### config.mk
export PLATFORM = sky130hd
export DESIGN_NAME = control_unit_fft_iter_gen
export DESIGN_NICKNAME = d
export VERILOG_FILES = /design/src/rtl/control_unit_fft_iter_gen_pkg.sv /design/src/rtl/control_unit_fft_iter_gen_strobe_delay_line.sv /design/src/rtl/control_unit_fft_iter_gen.sv
export SDC_FILE = /design/constraint.sdc
export NUM_CORES = 1
export LEC_CHECK = 0
export ABC_AREA = 1
export BUFFER_PORTS_ARGS = -buffer_cell sky130_fd_sc_hd__buf_4
export CORE_ASPECT_RATIO = 1.2
export CORE_UTILIZATION = 40
export CTS_BUF_LIST = sky130_fd_sc_hd__clkbuf_8
export DETAILED_ROUTE_END_ITERATION = 6
export GPL_TIMING_DRIVEN = 0
export RECOVER_POWER = 100
export SLEW_MARGIN = 20
export SYNTH_ARGS = -nofsm -noshare
export SYNTH_HDL_FRONTEND = slang
export SYNTH_SLANG_ARGS = --single-unit
export TNS_END_PERCENT = 1
### constraint.sdc
create_clock -name CLK -period 3.3 [get_ports CLK]
set_input_delay 0.495 -clock CLK [delete_from_list [all_inputs] [get_ports CLK]]
set_output_delay 0.495 -clock CLK [all_outputs]
set_load 0.02 [all_outputs]
### src/rtl/control_unit_fft_iter_gen_pkg.sv
// Shared types and helpers for the iterative radix-2 FFT control unit.
// Holds the FSM state encoding, a constant clog2 and the per-layer butterfly count.
package fft_ctrl_pkg;

    typedef enum logic [1:0] {
        S_IDLE = 2'd0,
        S_RUN  = 2'd1,
        S_GAP  = 2'd2,
        S_DONE = 2'd3
    } state_t;

    function automatic int clog2(input int value);
        int r;
        r = 0;
        while ((1 << r) < value) r++;
        return r;
    endfunction

    // B = 2^(L-1); an empty transform has no butterflies.
    function automatic int butterflies(input int layers);
        return (layers <= 0) ? 0 : (1 << (layers - 1));
    endfunction

endpackage

### src/rtl/control_unit_fft_iter_gen_strobe_delay_line.sv
// Enable-gated shift register that turns the butterfly read strobe into the
// matching write strobe DEPTH enabled cycles later.
module strobe_delay_line #(
    parameter int DEPTH = 3
) (
    input  logic clk,
    input  logic clr,
    input  logic en,
    input  logic din,
    output logic dout
);

    logic [DEPTH-1:0] sr;

    always_ff @(posedge clk) begin
        if (clr) begin
            sr <= '0;
        end else if (en) begin
            sr[0] <= din;
            for (int i = 1; i < DEPTH; i++) sr[i] <= sr[i-1];
        end
    end

    assign dout = sr[DEPTH-1];

endmodule

### src/rtl/control_unit_fft_iter_gen.sv
// Control unit for the in-place iterative radix-2 FFT: sequences read strobes,
// address steps, delayed writes and layer advances behind a START/BUSY/DONE handshake.
module control_unit_fft_iter_gen
    import fft_ctrl_pkg::*;
#(
    parameter int LAYERS_MAX = 10,
    parameter int LayWL      = 4,
    parameter int ButtWL     = 9,
    parameter int BUT_CYC    = 2,
    parameter int WR_LAT     = 3
) (
    input  logic              CLK,
    input  logic              RST,
    input  logic              EN,
    input  logic              START,
    input  logic [LayWL-1:0]  N_LAYERS,
    output logic              BUSY,
    output logic              DONE,
    output logic              BUT_STROB,
    output logic              ADDR_EN,
    output logic              RAM_EN,
    output logic              WR_EN,
    output logic              LAY_EN,
    output logic [LayWL-1:0]  LAY_IDX,
    output logic [ButtWL-1:0] BUT_IDX,
    output logic              FIRST,
    output logic              LAST,
    output state_t            fsm_state
);

    localparam int CNT_MAX = (BUT_CYC > WR_LAT) ? BUT_CYC : WR_LAT;
    localparam int CNT_W   = (clog2(CNT_MAX) < 1) ? 1 : clog2(CNT_MAX);

    state_t             state, state_n;
    logic [CNT_W-1:0]   cnt, cnt_n;
    logic [LayWL-1:0]   lay_idx, lay_idx_n;
    logic [LayWL-1:0]   lay_num, lay_num_n;
    logic [ButtWL-1:0]  but_idx, but_idx_n;
    logic [ButtWL-1:0]  but_last, but_last_n;
    logic [LayWL-1:0]   l_sat;
    logic               lay_adv;
    logic               is_last_lay;
    logic               in_layer;
    logic               strob_raw;
    logic               wr_raw;

    assign l_sat       = (N_LAYERS > LayWL'(LAYERS_MAX)) ? LayWL'(LAYERS_MAX) : N_LAYERS;
    assign is_last_lay = (lay_idx == lay_num - LayWL'(1));

    always_comb begin
        state_n    = state;
        cnt_n      = cnt;
        lay_idx_n  = lay_idx;
        lay_num_n  = lay_num;
        but_idx_n  = but_idx;
        but_last_n = but_last;
        lay_adv    = 1'b0;
        case (state)
            S_IDLE: begin
                if (START) begin
                    lay_num_n  = l_sat;
                    but_last_n = ButtWL'(butterflies(int'(l_sat)) - 1);
                    cnt_n      = '0;
                    lay_idx_n  = '0;
                    but_idx_n  = '0;
                    state_n    = (l_sat == '0) ? S_DONE : S_RUN;
                end
            end
            S_RUN: begin
                if (cnt == CNT_W'(BUT_CYC - 1)) begin
                    cnt_n = '0;
                    // Hold BUT_IDX at B-1 through the drain so it never wraps.
                    if (but_idx == but_last) state_n = S_GAP;
                    else                     but_idx_n = but_idx + ButtWL'(1);
                end else begin
                    cnt_n = cnt + CNT_W'(1);
                end
            end
            S_GAP: begin
                if (cnt == CNT_W'(WR_LAT - 1)) begin
                    cnt_n = '0;
                    if (is_last_lay) begin
                        state_n = S_DONE;
                    end else begin
                        lay_adv   = 1'b1;
                        lay_idx_n = lay_idx + LayWL'(1);
                        but_idx_n = '0;
                        state_n   = S_RUN;
                    end
                end else begin
                    cnt_n = cnt + CNT_W'(1);
                end
            end
            S_DONE: begin
                lay_idx_n = '0;
                but_idx_n = '0;
                state_n   = S_IDLE;
            end
            default: state_n = S_IDLE;
        endcase
    end

    always_ff @(posedge CLK) begin
        if (RST) begin
            state    <= S_IDLE;
            cnt      <= '0;
            lay_idx  <= '0;
            lay_num  <= '0;
            but_idx  <= '0;
            but_last <= '0;
        end else if (EN) begin
            state    <= state_n;
            cnt      <= cnt_n;
            lay_idx  <= lay_idx_n;
            lay_num  <= lay_num_n;
            but_idx  <= but_idx_n;
            but_last <= but_last_n;
        end
    end

    assign strob_raw = (state == S_RUN) && (cnt == '0);

    strobe_delay_line #(
        .DEPTH (WR_LAT)
    ) u_wr_delay (
        .clk  (CLK),
        .clr  (RST),
        .en   (EN),
        .din  (strob_raw),
        .dout (wr_raw)
    );

    // Pulses are gated by EN; levels come straight from the held registers.
    assign in_layer  = (state == S_RUN) || (state == S_GAP);
    assign BUT_STROB = EN && strob_raw;
    assign ADDR_EN   = EN && (state == S_RUN) && (cnt == CNT_W'(BUT_CYC - 1));
    assign WR_EN     = EN && wr_raw;
    assign RAM_EN    = BUT_STROB || WR_EN;
    assign LAY_EN    = EN && lay_adv;
    assign DONE      = EN && (state == S_DONE);
    assign BUSY      = (state != S_IDLE);
    assign FIRST     = in_layer && (lay_idx == '0);
    assign LAST      = in_layer && is_last_lay;
    assign LAY_IDX   = lay_idx;
    assign BUT_IDX   = but_idx;
    assign fsm_state = state;

endmodule
==> results_dict.tcl <==
set metrics [dict create \
    min_path_type "register to register" \
    nFillCells 612 \
    seq_area_frac_synth_pct 28.6 \
    hold_viol_final 0 \
    grt_max_degree 11 \
    rows 29 \
    hpwl_um 3930 \
    grt_overflow_total 0 \
    core_area_mm2 0.00541 \
    grt_pass1_vias 2107 \
    insertion_delay_ns 0.29 \
    ys.warnings.count 0 \
    endpoint_kind "register" \
    wl_per_cell_um 11.5 \
    setup_tns_ns 0 \
    netlist_instances 344 \
    layoutNonFillerInstCount 445 \
    layout-drive-gt1-share_pct 9.66 \
    r2r_slack_ns 1.01 \
    tightest_slew_ns 0.754 \
    power_per_cell_area_mw_per_mm2 492 \
    startpoint_type "input pin" \
    reg2reg_depth 8 \
    crit_type "input pin to register" \
    post_cts_buffers 0 \
    antenna_found_initial 0 \
    wl_um 5110 \
    clockBufferDepth 2 \
    antennaDiodeCount 0 \
    violations "design-rule violations" \
    setup_violations 0 \
    numCtsBuffers 5 \
    ys.flop_type "dfxtp_1" \
    die_w_um 71.4 \
    syn2layout_area_growth_pct 12.6 \
    vias 2168 \
    clk_pin_slew_worst_paths_ns 0.07 \
    crit_path_max_fanout 6 \
    clock-sinks 33 \
    dp.cells 437 \
    async_flop_share_pct 0 \
    fin_nets 401 \
    finalMaxSlewViolations 0 \
    p_leak_nw 1.18 \
    synth_nets 363 \
    synthesis.area_mm2 0.00231 \
    syn_avg_cell_area_um2 6.71 \
    layout_common_cells "69 x nand2_1, 51 x inv_1, 42 x nor2_1" \
    yosysUniqueCellTypes 34 \
    period_minus_slack_ns 2.54 \
    grt_usage_pct 19.1 \
    die_h_um 85.2 \
    drc 1 \
    maxSlewHeadroom_pct 49.4 \
    outcome "finished, violations left" \
    root_buffer "clkbuf_8" \
    vdd_drop_max_mv 0.171 \
    final_common_cell "nand2_1" \
    firstDrtPassIters 6 \
    io_buffers 31 \
    rsz0062_at_grt "false" \
    drt_iter0_markers 129 \
    cts_tree "yes" \
    ant_nets 0 \
    clock_skew_ns 0.0137 \
    io_pins 32 \
    seq_area_um2 661 \
    grt_pass1_wl_um 9320 \
    max_freq_ghz 0.394 \
    cp.required_ns 3.48 \
    gp_congestion 0.866 \
    hold_slack_ns 0.468 \
    worstHoldPathCells 2 \
    period_share_pct 76.9 \
    vias_per_cell 4.87 \
    multi_input_area_mm2 0.00137 \
    start_util_pct 42.7 \
    die_area_mm2 0.00608 \
    holdBufCountCts 0 \
    synth-edff-count 0 \
    cp.arrival_ns 2.71 \
    cts_resized 0 \
    htreeDepth 2 \
    maxCapViolations 0 \
    ys_ff_latch 33 \
]
sequential cells by signal, indices dropped and copies added, names as in the netlist:
register	count
fsm_state	2
u_wr_delay.sr	3
LAY_IDX	4
lay_num	4
BUT_IDX	9
cnt	2
but_last	9
cells in the mapped netlist, types with 2 or more instances:
master	instances	area, um^2
xor2_1	11	96.3
ha_1	11	138
inv_2	3	11.3
clkbuf_1	3	11.3
a21oi_2	3	26.3
xnor2_1	9	78.8
a21oi_1	23	115
nand3_1	30	150
or2_2	2	12.5
o21ai_0	16	80.1
o21bai_1	2	15.0
nand4_1	5	31.3
nand3_2	2	20.0
nor3_4	3	48.8
o21a_1	2	15.0
nor3_1	5	25.0
nor2_1	40	150
inv_1	49	184
dfxtp_1	33	661
nand2_2	9	56.3
nor2_2	3	18.8
buf_2	2	10.0
nand2_1	67	251
power breakdown:
part / switching, mW / internal, mW / total (mW)
sequential: 0.0318 / 0.434 / 0.466
combinational: 0.282 / 0.138 / 0.420
clock: 0.151 / 0.243 / 0.394
total: 0.465 / 0.815 / 1.28
per-layer routing:
metal / GRT usage (%) / share of wire, %
met1: 24.8 / 49
met4: 6.73 / 1.1
met3: 2.97 / 2.5
met2: 31.9 / 47
met5: 0 / 0
through the flow:
| stage | util (%) | setup WS (ns) | area (um^2) | power, mW |
|---|---|---|---|---|
| finish | 48.1 | 0.763 | 2600 | 1.28 |
| global route | 48.1 | 0.366 | 2600 | 1.37 |
| CTS | 50.6 | 0.912 | 2740 | 1.33 |
| detailed placement | 48.4 | 0.713 | 2620 | 0.938 |
| global placement | 48.4 | 0.706 | 2620 | 0.936 |
| floorplan | - | 1.08 | 2310 | 0.816 |
area by class of cell:
| type | instances | area share (%) |
|---|---|---|
| clock inverter | 2 | 1.30 |
| clock buffer | 6 | 3.18 |
| sequential | 33 | 25.4 |
| inverter | 53 | 7.65 |
| tap | 62 | 2.98 |
| multi-input combinational | 251 | 52.6 |
| timing repair buffer | 31 | 5.49 |
| buffer | 7 | 1.35 |
logic make-up after synthesis:
kind of cell | count (synthesis) | share of synthesized area [%]
AO/OA/AOI/OAI | 50 | 12.2
XOR/XNOR | 20 | 7.59
adder cells (fa/ha/maj) | 11 | 5.96
buffers and inverters | 60 | 10.2
flip-flops | 33 | 28.6
AND/OR/NAND/NOR | 170 | 35.4
final timing paths:
| check | startpoint | endpoint |
|---|---|---|
| max | N_LAYERS[2] | but_last[6] |
| min | u_wr_delay.sr[0] | u_wr_delay.sr[0] |
| max reg2reg | fsm_state[1] | but_last[7] |
| min reg2reg | u_wr_delay.sr[0] | u_wr_delay.sr[0] |
critical path, stage by stage:
cell	delay (ns)
buf_4	0.13
o21ai_0	0.22
nand2_1	0.18
ha_1	0.28
nand3_1	0.10
nand2_2	0.11
nand3_2	0.12
inv_1	0.07
nand2_2	0.09
ha_1	0.19
nand2_2	0.07
nor2_1	0.28
nand3_1	0.12
nand2_1	0.07
nand3_1	0.07
nand2_1	0.08
inv_1	0.03
No activity file was read; power rests on OpenSTA's default activity.
